==> config.mk <==
export PLATFORM = sky130hd
export DESIGN_NAME = rlbp_seq_ctrl
export DESIGN_NICKNAME = d
export VERILOG_FILES = /design/src/rtl/rlbp_seq_ctrl.sv
export SDC_FILE = /design/constraint.sdc
export NUM_CORES = 1
export LEC_CHECK = 0
export ABC_AREA = 1
export BUFFER_PORTS_ARGS = -buffer_cell sky130_fd_sc_hd__buf_4
export CAP_MARGIN = 10
export CELL_PAD_IN_SITES_DETAIL_PLACEMENT = 1
export CELL_PAD_IN_SITES_GLOBAL_PLACEMENT = 1
export CORE_MARGIN = 3
export CORE_UTILIZATION = 41
export DETAILED_ROUTE_END_ITERATION = 16
export GPL_TIMING_DRIVEN = 0
export PLACE_DENSITY_LB_ADDON = 0.1
export SETUP_SLACK_MARGIN = 0.3
export SLEW_MARGIN = 20
export SYNTH_ARGS = -nofsm -noshare
export SYNTH_HDL_FRONTEND = slang
export SYNTH_SLANG_ARGS = --single-unit
==> constraint.sdc <==
create_clock -name wb_clk_i -period 1.8 [get_ports wb_clk_i]
set_clock_uncertainty 0.1 [all_clocks]
set_input_delay 0.27 -clock wb_clk_i [delete_from_list [all_inputs] [get_ports wb_clk_i]]
set_output_delay 0.27 -clock wb_clk_i [all_outputs]
set_load 0.05 [all_outputs]
==> src/rtl/rlbp_seq_ctrl.sv <==
// Job sequencer for the RLBP core: loads a 3x3 pixel job row by row, pulses start,
// waits for done with a timeout, deserialises the result and returns it on a valid/ready port.
module rlbp_seq_ctrl #(
  parameter int PIX_W   = 4,
  parameter int RES_W   = 8,
  parameter int TIMEOUT = 1023
) (
  input  logic               wb_clk_i,
  input  logic               wb_rst_n_i,
  input  logic               soft_clr_i,
  input  logic               job_valid_i,
  output logic               job_ready_o,
  input  logic [9*PIX_W-1:0] job_pix_i,
  input  logic [1:0]         job_sel_i,
  output logic [2:0]         rlbp_ce_o,
  output logic [PIX_W-1:0]   rlbp_d_o,
  output logic [1:0]         rlbp_data_sel_o,
  output logic               rlbp_start_o,
  output logic               rlbp_reset_fsm_o,
  input  logic               rlbp_done_i,
  input  logic               rlbp_ser_i,
  output logic               res_valid_o,
  input  logic               res_ready_i,
  output logic [RES_W-1:0]   res_data_o,
  output logic               res_err_o,
  output logic               busy_o,
  output logic [15:0]        jobs_done_o
);

  localparam int WCNT_W   = $clog2(TIMEOUT + 1);
  localparam int STEP_MAX = (RES_W > 9) ? RES_W : 9;
  localparam int STEP_W   = $clog2(STEP_MAX);

  typedef enum logic [2:0] {
    S_IDLE,
    S_LOAD,
    S_START,
    S_WAIT,
    S_SHIFT,
    S_ERR,
    S_OUT
  } state_e;

  state_e               state_q, state_d;
  logic [STEP_W-1:0]    step_q, step_d;
  logic [WCNT_W-1:0]    wait_q, wait_d;
  logic [9*PIX_W-1:0]   pix_q, pix_d;
  logic                 job_ready_q, job_ready_d;
  logic [2:0]           ce_q, ce_d;
  logic [PIX_W-1:0]     pixd_q, pixd_d;
  logic [1:0]           data_sel_q, data_sel_d;
  logic                 start_q, start_d;
  logic                 reset_fsm_q, reset_fsm_d;
  logic                 res_valid_q, res_valid_d;
  logic [RES_W-1:0]     res_data_q, res_data_d;
  logic                 res_err_q, res_err_d;
  logic                 busy_q, busy_d;
  logic [15:0]          jobs_done_q, jobs_done_d;

  // NOTE: state registers use non-blocking assignments so every flop samples the pre-edge value.
  always_ff @(posedge wb_clk_i or negedge wb_rst_n_i) begin
    if (!wb_rst_n_i) begin
      state_q     <= S_IDLE;
      step_q      <= '0;
      wait_q      <= '0;
      pix_q       <= '0;
      job_ready_q <= 1'b0;
      ce_q        <= '0;
      pixd_q      <= '0;
      data_sel_q  <= '0;
      start_q     <= 1'b0;
      reset_fsm_q <= 1'b0;
      res_valid_q <= 1'b0;
      res_data_q  <= '0;
      res_err_q   <= 1'b0;
      busy_q      <= 1'b0;
      jobs_done_q <= '0;
    end else begin
      state_q     <= state_d;
      step_q      <= step_d;
      wait_q      <= wait_d;
      pix_q       <= pix_d;
      job_ready_q <= job_ready_d;
      ce_q        <= ce_d;
      pixd_q      <= pixd_d;
      data_sel_q  <= data_sel_d;
      start_q     <= start_d;
      reset_fsm_q <= reset_fsm_d;
      res_valid_q <= res_valid_d;
      res_data_q  <= res_data_d;
      res_err_q   <= res_err_d;
      busy_q      <= busy_d;
      jobs_done_q <= jobs_done_d;
    end
  end

  // NOTE: every next-state signal gets a default first, so no path can infer a latch.
  always_comb begin
    state_d     = state_q;
    step_d      = step_q;
    wait_d      = wait_q;
    pix_d       = pix_q;
    job_ready_d = job_ready_q;
    ce_d        = ce_q;
    pixd_d      = pixd_q;
    data_sel_d  = data_sel_q;
    start_d     = 1'b0;
    reset_fsm_d = 1'b0;
    res_valid_d = res_valid_q;
    res_data_d  = res_data_q;
    res_err_d   = res_err_q;
    jobs_done_d = jobs_done_q;

    if (soft_clr_i) begin
      state_d     = S_IDLE;
      job_ready_d = 1'b0;
      ce_d        = '0;
      res_valid_d = 1'b0;
      res_data_d  = '0;
      res_err_d   = 1'b0;
      reset_fsm_d = 1'b1;
    end else begin
      unique case (state_q)
        S_IDLE: begin
          job_ready_d = 1'b1;
          if (job_valid_i && job_ready_q) begin
            pix_d       = job_pix_i;
            data_sel_d  = job_sel_i;
            job_ready_d = 1'b0;
            step_d      = '0;
            res_data_d  = '0;
            res_err_d   = 1'b0;
            state_d     = S_LOAD;
          end
        end
        S_LOAD: begin
          // Pixel k belongs to row k/3; each row has its own clock enable.
          if (step_q < STEP_W'(3))      ce_d = 3'b001;
          else if (step_q < STEP_W'(6)) ce_d = 3'b010;
          else                          ce_d = 3'b100;
          pixd_d = pix_q[PIX_W*int'(step_q) +: PIX_W];
          step_d = step_q + STEP_W'(1);
          if (step_q == STEP_W'(8)) state_d = S_START;
        end
        S_START: begin
          start_d = 1'b1;
          ce_d    = '0;
          wait_d  = '0;
          state_d = S_WAIT;
        end
        S_WAIT: begin
          if (rlbp_done_i) begin
            step_d  = '0;
            state_d = S_SHIFT;
          end else if (wait_q == WCNT_W'(TIMEOUT)) begin
            reset_fsm_d = 1'b1;
            res_err_d   = 1'b1;
            res_data_d  = '0;
            state_d     = S_ERR;
          end else begin
            wait_d = wait_q + WCNT_W'(1);
          end
        end
        S_SHIFT: begin
          res_data_d = {res_data_q[RES_W-2:0], rlbp_ser_i};
          step_d     = step_q + STEP_W'(1);
          if (step_q == STEP_W'(RES_W - 1)) begin
            res_valid_d = 1'b1;
            state_d     = S_OUT;
          end
        end
        S_ERR: begin
          res_valid_d = 1'b1;
          state_d     = S_OUT;
        end
        S_OUT: begin
          if (res_ready_i) begin
            res_valid_d = 1'b0;
            jobs_done_d = jobs_done_q + 16'd1;
            state_d     = S_IDLE;
          end
        end
        default: state_d = S_IDLE;
      endcase
    end

    busy_d = (state_d != S_IDLE);
  end

  assign job_ready_o      = job_ready_q;
  assign rlbp_ce_o        = ce_q;
  assign rlbp_d_o         = pixd_q;
  assign rlbp_data_sel_o  = data_sel_q;
  assign rlbp_start_o     = start_q;
  assign rlbp_reset_fsm_o = reset_fsm_q;
  assign res_valid_o      = res_valid_q;
  assign res_data_o       = res_data_q;
  assign res_err_o        = res_err_q;
  assign busy_o           = busy_q;
  assign jobs_done_o      = jobs_done_q;

endmodule

==> results.cfg <==
[clock_network]
h-tree-depth = 3
clk_pin_slew_ns = 0.07
cts_max_path_buffers = 2
cts_buffers = 9
clkSinkCount = 92
clockRootBuffer = clkbuf_16
clk-insertion-delay-late_ns = 0.35
cts_tree = built

[logic_synthesis]
async_flop_share_pct = 100
synth-edff-count = 0
synth_area_um2 = 4680
synth-seq-cells = 92
synth_cell_type_count = 31
synth_seq_area_share_pct = 49.1
syn_nets = 642
synth_cells = 593
avgSynthCellArea_um2 = 7.90
ys_warn_count = 0
synth-main-ff-cell = dfrtp_1

[timing]
fin_hold_ws_ns = 0.0411
period_needed_ns = 1.68
max_slew_margin_pct = 40.2
setup_viol = 0
tns_ns = 0
drv_slew = 0
rsz0062_at_grt = yes
hold_viol = 0
max_freq_ghz = 0.596
worst-slew-pin-transition_ns = 0.897
min_period_over_period_pct = 93.2

[floorplanning]
fp.dieW_um = 113
die-height_um = 113
coreArea_um2 = 11000
boundaryPins = 84
num_rows = 38
dieArea_um2 = 12700
start_util_pct = 42.7

[layout]
multi_input_area_um2 = 2350
insertedDiodeCount = 0
drive_gt1_share_pct = 38.6
syn_to_final_growth_pct = 45.2
final_common_cell = nand2_1
nFillCells = 1303
seq_area_um2 = 2320
fin_nets = 788
final_cell_mix = nand2_1 (132), buf_4 (124), dfrtp_1 (75)

[setup_path]
cp-start-kind = flip-flop
crit_top_cell = nand2_2
startpoint = state_q[0]$_DFF_PN0_
critPathSlowestCell = dfrtp_2
required_ns = 1.93
critPathKind = reg2reg
path_max_fanout = 8
critPathArrivalTime_ns = 1.81
crit_family = simple AND/OR/NAND/NOR gates
rr_startpoint = state_q[0]$_DFF_PN0_
cpPeakStageDelay_ns = 0.46
cp-end-kind = flip-flop
crit_chain = buf_6, nor3_4, inv_2, nand2_2, nand2_4, clkbuf_16, nand2_2, nand2_1
r2r_slack_ns = 0.12
path_buf_inv = 3

[run]
max-cap-violations = 0

[place]
dp_hpwl_um = 9470
portBuffers = 83
finalWeightedCongestion = 0.855

[power_and_ir_drop]
peakVddDrop_uv = 538
p_per_area_nw_per_um2 = 892
leakage_uw = 0.00332
finalPower_uw = 6070

[detailed_routing]
drc = 0
wl_per_cell_um = 18.6
dr_total_vias = 4673
antenna_left = 0
dr.pass1.iters = 5
first_iter_violations = 248
drt-total-wl_um = 16500
routed_via_density = 5.29

[global_routing]
grt_max_degree = 93
grt_pass1_wl_um = 23600
track_usage_pct = 23.2
gr-total-overflow = 0
grt_pass1_vias = 4764
grt_antenna_before_repair = 0

[min_path]
min-delay-start = rlbp_ser_i
hold_path.class = in2reg

[run_status]
status = finished, final reports clean
cells by family (layout without fill, tap and decap cells):
logic type / Yosys count / after routing / synth area share (%)
and+or+nand+nor: 291 / 291 / 26.7
buffers and inverters: 102 / 253 / 9.54
DFF: 92 / 92 / 49.1
AOI/OAI and AO/OA: 87 / 87 / 10.4
xor gates and xnor gates: 17 / 17 / 3.18
adders and majority gates: 4 / 4 / 1.07
worst min-delay path: cells and delay by family:
family | cells | cell delay [ns]
and+or+nand+nor | 2 | 0.12
buffers and inverters | 1 | 0.08
per-layer routing:
metal | wire length (um) | GRT usage [%]
met1 | 6560 | 28.6
met2 | 8820 | 41.0
met3 | 555 | 3.32
met4 | 533 | 9.21
met5 | 0 | 0
cell usage after synthesis, types with 6 or more instances:
cell / instances / share of area [%]
a21oi_1: 14 / 1.5
nand3_1: 33 / 3.5
dfrtp_1: 92 / 49
nand2_1: 164 / 13
clkbuf_1: 7 / 0.56
or2_2: 6 / 0.80
o211ai_1: 12 / 1.9
xor2_1: 12 / 2.2
nor3_1: 6 / 0.64
nand4_1: 13 / 1.7
nor2_1: 55 / 4.4
o21ai_0: 44 / 4.7
o21ai_1: 10 / 1.1
inv_1: 79 / 6.3
metrics by stage:
stage,util [%],std cells,instance area [um^2],worst slack (ns)
after global routing,61.9,884,6800,0.0575
after floorplan,-,593,4730,0.282
after detailed placement,50.4,816,5540,-0.0579
final,61.9,884,6800,0.122
after CTS,57.6,859,6330,0.253
after global placement,50.4,816,5530,-0.00841
state kept, by name, indices dropped and copies added (netlist names):
name / cells
pix_q: 36
jobs_done_o: 16
wait_q: 10
res_data_o: 8
rlbp_d_o: 4
step_q: 4
rlbp_ce_o: 3
state_q: 3
rlbp_data_sel_o: 2
busy_o: 1
job_ready_o: 1
res_err_o: 1
res_valid_o: 1
rlbp_reset_fsm_o: 1
rlbp_start_o: 1
final cells by class:
class / count / area share [%]
Timing Repair Buffer: 135 / 16.0
Multi-Input combinational cell: 399 / 34.6
Clock buffer: 12 / 3.62
Buffer: 19 / 3.29
Clock inverter: 4 / 1.07
Sequential cell: 92 / 34.2
Tap cell: 140 / 2.58
Inverter: 83 / 4.77
timing repair:
| action | CTS | global route |
|---|---|---|
| buffers inserted | 26 | 23 |
| hold buffers | 1 | 0 |
| endpoints found under the hold margin | 92 | 0 |
| gates cloned | 0 | 2 |
| pin swaps | 34 | 42 |
| setup endpoints to repair | 84 | 85 |
| gates resized for setup | 84 | 91 |
path summary, 6_finish.rpt:
kind | cells after the start | end
worst min-delay path | 3 | res_data_o[0]$_DFFE_PN0P_
worst max register to register | 8 | wait_q[3]$_DFFE_PN0P_
min in group asynchronous | 2 | wait_q[3]$_DFFE_PN0P_
worst max-delay path | 8 | wait_q[3]$_DFFE_PN0P_
max in group asynchronous | 2 | wait_q[4]$_DFFE_PN0P_
worst min register to register | 2 | pix_q[3]$_DFFE_PN0P_
report_power, final:
part           internal [uW]  switching (uW)  leakage (uW)  total (uW)
sequential              2360             179       0.00115        2540
clock                   1260             843      0.000153        2100
combinational            588             841       0.00201        1430
total                   4200            1860       0.00332        6070
Note: power is estimated with default switching activity, not from simulation.
